==> config.mk <==
export PLATFORM = sky130hd
export DESIGN_NAME = cam_capture_stream
export DESIGN_NICKNAME = d
export VERILOG_FILES = /design/src/rtl/cam_capture_stream.sv
export SDC_FILE = /design/constraint.sdc
export NUM_CORES = 1
export LEC_CHECK = 0
export ABC_CLOCK_PERIOD_IN_PS = 3500
export CORE_MARGIN = 2
export CORE_UTILIZATION = 40
export CTS_CLUSTER_DIAMETER = 100
export DETAILED_ROUTE_END_ITERATION = 6
export DONT_BUFFER_PORTS = 1
export PLACE_DENSITY = 0.55
export SYNTH_ARGS = -nofsm -noshare
export SYNTH_HDL_FRONTEND = slang
export SYNTH_SLANG_ARGS = --single-unit
==> constraint.sdc <==
create_clock -name Pclk -period 3.5 [get_ports Pclk]
set_clock_uncertainty 0.05 [all_clocks]
set_input_delay 0.35 -clock Pclk [delete_from_list [all_inputs] [get_ports Pclk]]
set_output_delay 0.35 -clock Pclk [all_outputs]
set_load 0.01 [all_outputs]
==> src/rtl/cam_capture_stream.sv <==
// Camera capture front end: registers the sensor bus, frames on Vsyn/Href,
// assembles BPP-byte pixels, crops to H_ACT x V_ACT and streams them through
// a show-ahead FIFO tagged with start-of-frame / end-of-line bits.
//
// state | meaning
// IDLE  | not capturing, waiting for capture request
// SYNC  | capture requested, waiting for Vsyn high (frame boundary)
// ARM   | between frames, waiting for Vsyn falling edge
// CAPT  | frame in progress, pixels assembled and pushed
// DONE  | one-cycle frame wrap-up: pulse, count, frame length check
module cam_capture_stream #(
  parameter int  DATA_W     = 8,
  parameter int  BPP        = 2,
  parameter int  H_ACT      = 640,
  parameter int  V_ACT      = 480,
  parameter int  FIFO_DEPTH = 16,
  localparam int PIX_W      = DATA_W * BPP
) (
  input  logic              Pclk,
  input  logic              rst,
  input  logic              capture,
  input  logic              Vsyn,
  input  logic              Href,
  input  logic [DATA_W-1:0] data,
  output logic [PIX_W-1:0]  pix_data,
  output logic              pix_sof,
  output logic              pix_eol,
  output logic              pix_valid,
  input  logic              pix_ready,
  output logic              busy,
  output logic              frame_done,
  output logic [15:0]       frame_cnt,
  output logic              overflow,
  output logic              line_err,
  output logic              frame_err
);

  localparam int XW = $clog2(H_ACT + 2);
  localparam int YW = $clog2(V_ACT + 2);
  localparam int AW = $clog2(FIFO_DEPTH);
  localparam logic [XW-1:0] X_ACT  = XW'(H_ACT);
  localparam logic [XW-1:0] X_SAT  = XW'(H_ACT + 1);
  localparam logic [XW-1:0] X_LAST = XW'(H_ACT - 1);
  localparam logic [YW-1:0] Y_ACT  = YW'(V_ACT);
  localparam logic [YW-1:0] Y_SAT  = YW'(V_ACT + 1);
  localparam logic [AW:0]   PTR_ONE = (AW + 1)'(1);

  typedef enum logic [2:0] {S_IDLE, S_SYNC, S_ARM, S_CAPT, S_DONE} state_t;

  state_t            r_state, w_next;
  logic [DATA_W-1:0] r_data;
  logic              r_href, r_href_d, r_vsyn, r_vsyn_d;
  logic [XW-1:0]     r_x;
  logic [YW-1:0]     r_y;
  logic [15:0]       r_frame_cnt;
  logic              r_overflow, r_line_err, r_frame_err;
  logic [PIX_W+1:0]  r_mem [FIFO_DEPTH];
  logic [AW:0]       r_wr_ptr, r_rd_ptr;

  logic              w_vsyn_rise, w_vsyn_fall, w_href_fall;
  logic              w_start, w_clr_frame, w_line_end, w_byte_en;
  logic              w_pix_done, w_in_win, w_push, w_pop, w_wr;
  logic              w_empty, w_full;
  logic [PIX_W-1:0]  w_pixel;
  logic [PIX_W+1:0]  w_head;

  // Register the sensor bus once and keep the previous sync levels for edges
  always_ff @(posedge Pclk or posedge rst) begin
    if (rst) begin
      r_data   <= '0;
      r_href   <= 1'b0;
      r_href_d <= 1'b0;
      r_vsyn   <= 1'b0;
      r_vsyn_d <= 1'b0;
    end else begin
      r_data   <= data;
      r_href   <= Href;
      r_href_d <= r_href;
      r_vsyn   <= Vsyn;
      r_vsyn_d <= r_vsyn;
    end
  end

  assign w_vsyn_rise = r_vsyn & ~r_vsyn_d;
  assign w_vsyn_fall = ~r_vsyn & r_vsyn_d;
  assign w_href_fall = ~r_href & r_href_d;

  assign w_start     = (r_state == S_IDLE) & capture;
  assign w_clr_frame = (r_state == S_ARM) & w_vsyn_fall;
  assign w_line_end  = (r_state == S_CAPT) & w_href_fall;
  assign w_byte_en   = (r_state == S_CAPT) & r_href;

  // State register
  always_ff @(posedge Pclk or posedge rst) begin
    if (rst) r_state <= S_IDLE;
    else     r_state <= w_next;
  end

  // Next-state logic; a dropped capture only takes effect in DONE
  always_comb begin
    w_next = r_state;
    case (r_state)
      S_IDLE: if (capture)     w_next = S_SYNC;
      S_SYNC: if (r_vsyn)      w_next = S_ARM;
      S_ARM:  if (w_vsyn_fall) w_next = S_CAPT;
      S_CAPT: if (w_vsyn_rise) w_next = S_DONE;
      S_DONE: w_next = capture ? S_ARM : S_IDLE;
      default: w_next = S_IDLE;
    endcase
  end

  generate
    if (BPP == 2) begin : g_two
      logic [DATA_W-1:0] r_hi;
      logic              r_phase;
      // Byte phase: first byte of a pixel is held as the high half
      always_ff @(posedge Pclk or posedge rst) begin
        if (rst) begin
          r_hi    <= '0;
          r_phase <= 1'b0;
        end else if (w_clr_frame || w_line_end) begin
          r_phase <= 1'b0;
        end else if (w_byte_en) begin
          if (!r_phase) r_hi <= r_data;
          r_phase <= ~r_phase;
        end
      end
      assign w_pix_done = w_byte_en & r_phase;
      assign w_pixel    = {r_hi, r_data};
    end else begin : g_one
      assign w_pix_done = w_byte_en;
      assign w_pixel    = r_data;
    end
  endgenerate

  // Pixel and line position, both saturating one past the window
  always_ff @(posedge Pclk or posedge rst) begin
    if (rst) begin
      r_x <= '0;
      r_y <= '0;
    end else if (w_clr_frame) begin
      r_x <= '0;
      r_y <= '0;
    end else if (w_line_end) begin
      r_x <= '0;
      if (r_y != Y_SAT) r_y <= r_y + YW'(1);
    end else if (w_pix_done && (r_x != X_SAT)) begin
      r_x <= r_x + XW'(1);
    end
  end

  assign w_in_win = (r_x < X_ACT) & (r_y < Y_ACT);
  assign w_push   = w_pix_done & w_in_win;

  assign w_empty  = (r_wr_ptr == r_rd_ptr);
  assign w_full   = (r_wr_ptr[AW] != r_rd_ptr[AW]) &&
                    (r_wr_ptr[AW-1:0] == r_rd_ptr[AW-1:0]);
  assign w_pop    = ~w_empty & pix_ready;
  assign w_wr     = w_push & (~w_full | w_pop);
  assign w_head   = r_mem[r_rd_ptr[AW-1:0]];

  // FIFO storage: tag bits above the pixel
  always_ff @(posedge Pclk) begin
    if (w_wr)
      r_mem[r_wr_ptr[AW-1:0]] <= {(r_x == '0) && (r_y == '0), r_x == X_LAST, w_pixel};
  end

  // FIFO pointers; only reset empties the FIFO
  always_ff @(posedge Pclk or posedge rst) begin
    if (rst) begin
      r_wr_ptr <= '0;
      r_rd_ptr <= '0;
    end else begin
      if (w_wr)  r_wr_ptr <= r_wr_ptr + PTR_ONE;
      if (w_pop) r_rd_ptr <= r_rd_ptr + PTR_ONE;
    end
  end

  // Sticky status flags and the completed-frame counter
  always_ff @(posedge Pclk or posedge rst) begin
    if (rst) begin
      r_overflow  <= 1'b0;
      r_line_err  <= 1'b0;
      r_frame_err <= 1'b0;
      r_frame_cnt <= '0;
    end else begin
      if (w_start) begin
        r_overflow  <= 1'b0;
        r_line_err  <= 1'b0;
        r_frame_err <= 1'b0;
      end else begin
        if (w_push && w_full && !w_pop)         r_overflow  <= 1'b1;
        if (w_line_end && (r_x != X_ACT))       r_line_err  <= 1'b1;
        if ((r_state == S_DONE) && (r_y != Y_ACT)) r_frame_err <= 1'b1;
      end
      if (r_state == S_DONE) r_frame_cnt <= r_frame_cnt + 16'd1;
    end
  end

  assign pix_valid  = ~w_empty;
  assign pix_data   = w_empty ? '0 : w_head[PIX_W-1:0];
  assign pix_eol    = ~w_empty & w_head[PIX_W];
  assign pix_sof    = ~w_empty & w_head[PIX_W+1];
  assign busy       = (r_state != S_IDLE);
  assign frame_done = (r_state == S_DONE);
  assign frame_cnt  = r_frame_cnt;
  assign overflow   = r_overflow;
  assign line_err   = r_line_err;
  assign frame_err  = r_frame_err;

endmodule

==> flow_summary.ini <==
[synth]
synth.area.mux_share_pct = 12.5
synth_edf_count = 288
async_reset_ff_share_pct = 20.0
yosysSeqAreaShare_pct = 73.2
ys_seq_elements = 360
synth-xor-area-share_pct = 2.15
avgSynthCellArea_um2 = 18.5
synth_fp_nets = 798
synth_area_um2 = 14300
yosys_warnings = 0
yosys_most_used_dff = edfxtp_1
postSynthCellCount = 772
synth_compound_area_share_pct = 4.06
ys_types = 45
synthSimpleGateAreaFrac_pct = 5.48
synth_top_family_by_area = multiplexers
yosys.area_share.adder_pct = 1.05

[cts]
clock_sinks = 360
clkLatencyLatePin_ns = 0.52
clockBufferDepth = 3
cts_tree = built
cts_root_buf = clkbuf_16
post-cts-setup-buffer-count = 0
cts_made_buffers = 39
clkTransAtPathRegs_ns = 0.06
htree_levels = 2

[final_layout]
fill_cells = 3003
area_growth_pct = 14.1
fin_nets = 840
final_common_cell = edfxtp_1
regArea_um2 = 10500
drive_above_1_share_pct = 20.7
antennaDiodeCount = 0
multiInputGateArea_um2 = 3630
layout_common_cells = 288 x edfxtp_1, 72 x mux4_2, 70 x dfrtp_1, 40 x clkbuf_16, 36 x a22oi_1

[sta]
min_period_over_period_pct = 89.8
setup_viol = 0
setup_tns_ns = 0
period_needed_ns = 3.14
fmax_mhz = 318
slew_headroom_pct = 35.7
slew_viol_final = 0
worst-slew-pin-transition_ns = 0.961
hold_slack_ns = 0.0411
timing_hold_violations_final = 0
grt_setup_unrepaired = no

[placement]
dp_hpwl_mm = 20.3
place_congestion = 0.859
place.port_buffers = 0

[worst_setup_path]
required_ns = 3.10
r2r-end = r_mem[11][15]$_DFFE_PP_
regToRegSetupSlack_ns = 0.63
critPathArrivalTime_ns = 2.74
worstSetupPathType = reg2out
rr_worst_depth = 5
endpoint_kind = primary output
cp-start-kind = register
reg2reg_from = r_state[1]$_DFFE_PP0P_
cp_max_fo = 28

[route]
viasPerCell = 5.68
first_pass_iters = 5
via_count = 7408
final_antenna_net_count = 0
drc = 0
drt_iter0_drc = 642
routed_wl_mm = 33.0
wl_per_cell_um = 25.3

[flow_run]
cap_violations = 0

[grt]
track_usage_pct = 18.3
grt_pass1_vias = 7690
grt_overflow = 0
grt_pass1_wl_mm = 49.5
antenna_found_initial = 0
grt_start_max_net_pins = 73

[worst_hold_path]
hold_path_class = in2reg
hold_start = pix_ready
min_to = r_rd_ptr[2]$_DFFE_PP0P_
hold_depth = 3

[power]
peakVddDrop_mv = 0.472
power_density_nw_per_um2 = 782
cellLeakagePower_uw = 0.00550

[outcome]
status = complete, no violations

[floorplanning]
start_util_pct = 40.3
fp.dieArea_um2 = 37200
io_pins = 54
fp.dieW_um = 193
core_um2 = 35400
rows = 69
dieHeight_um = 193
==> area by class of cell <==
cell class / instances / share of cell area (%)
multi-input combinational: 361 / 22.3
clock buffer: 48 / 6.39
clock inverter: 23 / 1.19
timing repair buffer: 39 / 2.14
sequential: 360 / 64.2
tap: 461 / 3.54
inverter: 13 / 0.307
==> metrics by stage <==
step	std cells	power (µW)	utilization [%]	worst slack, ns	instance area, µm²
3_3_place_gp	1222	8820	42.2	0.826	14900
5_1_grt	1305	13300	46.0	0.240	16300
6_report	1305	12700	46.0	0.355	16300
4_1_cts	1305	12900	46.0	0.319	16300
2_1_floorplan	772	7730	-	0.438	14300
3_5_place_dp	1222	8930	42.2	0.651	14900
==> flip-flops by register name (all words and copies together) (netlist names) <==
signal	count
r_wr_ptr	5
line_err	1
r_href	1
r_y	9
r_state	3
g_two.r_hi	8
overflow	1
r_x	10
r_mem	288
frame_err	1
r_vsyn_d	1
r_vsyn	1
frame_cnt	16
r_rd_ptr	5
r_data	8
r_href_d	1
g_two.r_phase	1
==> worst max-delay path by stage <==
stage / from / endpoint / slack [ns] / cells past startpoint
2_1_floorplan: r_state[2]$_DFFE_PP0P_ / r_mem[15][0]$_DFFE_PP_ / 0.44 / 5
3_3_place_gp: r_state[1]$_DFFE_PP0P_ / r_mem[11][15]$_DFFE_PP_ / 0.83 / 5
3_5_place_dp: r_state[1]$_DFFE_PP0P_ / r_mem[11][3]$_DFFE_PP_ / 0.65 / 5
4_1_cts: r_rd_ptr[0]$_DFFE_PP0P_ / pix_eol / 0.32 / 4
5_1_grt: r_rd_ptr[0]$_DFFE_PP0P_ / pix_data[4] / 0.24 / 5
6_report: r_rd_ptr[0]$_DFFE_PP0P_ / pix_data[7] / 0.36 / 4
==> routing by layer <==
metal | part of all wire (%) | wire (µm) | vias up | track usage (%)
li1 | - | - | 3188 | -
met1 | 44 | 14400 | 3899 | 25.7
met2 | 48 | 15700 | 274 | 29.1
met3 | 5.9 | 1940 | 47 | 3.26
met4 | 2.7 | 893 | 0 | 5.97
met5 | 0 | 0 | - | 0
==> power by group <==
part,internal [µW],switching [µW]
sequential,5130,609
clock,2340,1610
combinational,1280,1770
==> cells by family (layout without fill, tap and decap cells) <==
logic type | Yosys count | in the layout
AND/OR/NAND/NOR | 137 | 137
multiplexers | 87 | 87
AO/OA/AOI/OAI | 90 | 90
adder cells (fa/ha/maj) | 12 | 12
flip-flops | 360 | 360
XOR/XNOR | 35 | 35
buffers and inverters | 51 | 123
==> critical path: stages (launching register included) <==
cell and delay [ns]:
dfrtp_4 0.62, buf_12 0.29, mux4_2 0.56, a22oi_1 0.47, a21oi_1 0.23
==> timing repair <==
item / in CTS / in global routing
resized for setup: 0 / 0
hold buffers: 12 / 0
setup endpoints to repair: 0 / 0
endpoints found under the hold margin: 65 / 0
==> synth_stat cells, types with 6 or more instances <==
cell	count	share of area [%]
nand3_1	12	0.42
edfxtp_1	288	61
mux4_2	72	11
and2_1	11	0.48
nand4_1	18	0.79
and3_1	17	0.74
mux2_2	12	0.95
a22oi_1	36	1.9
o21ai_0	6	0.21
nor2_1	22	0.58
dfrtp_1	72	13
buf_2	17	0.60
inv_1	13	0.34
clkbuf_1	16	0.42
ha_1	12	1.1
xor2_1	18	1.1
nand2_1	22	0.58
nor2b_1	6	0.26
xnor2_1	17	1.0
a21oi_1	33	1.2
(Power assumes the default switching activity.)
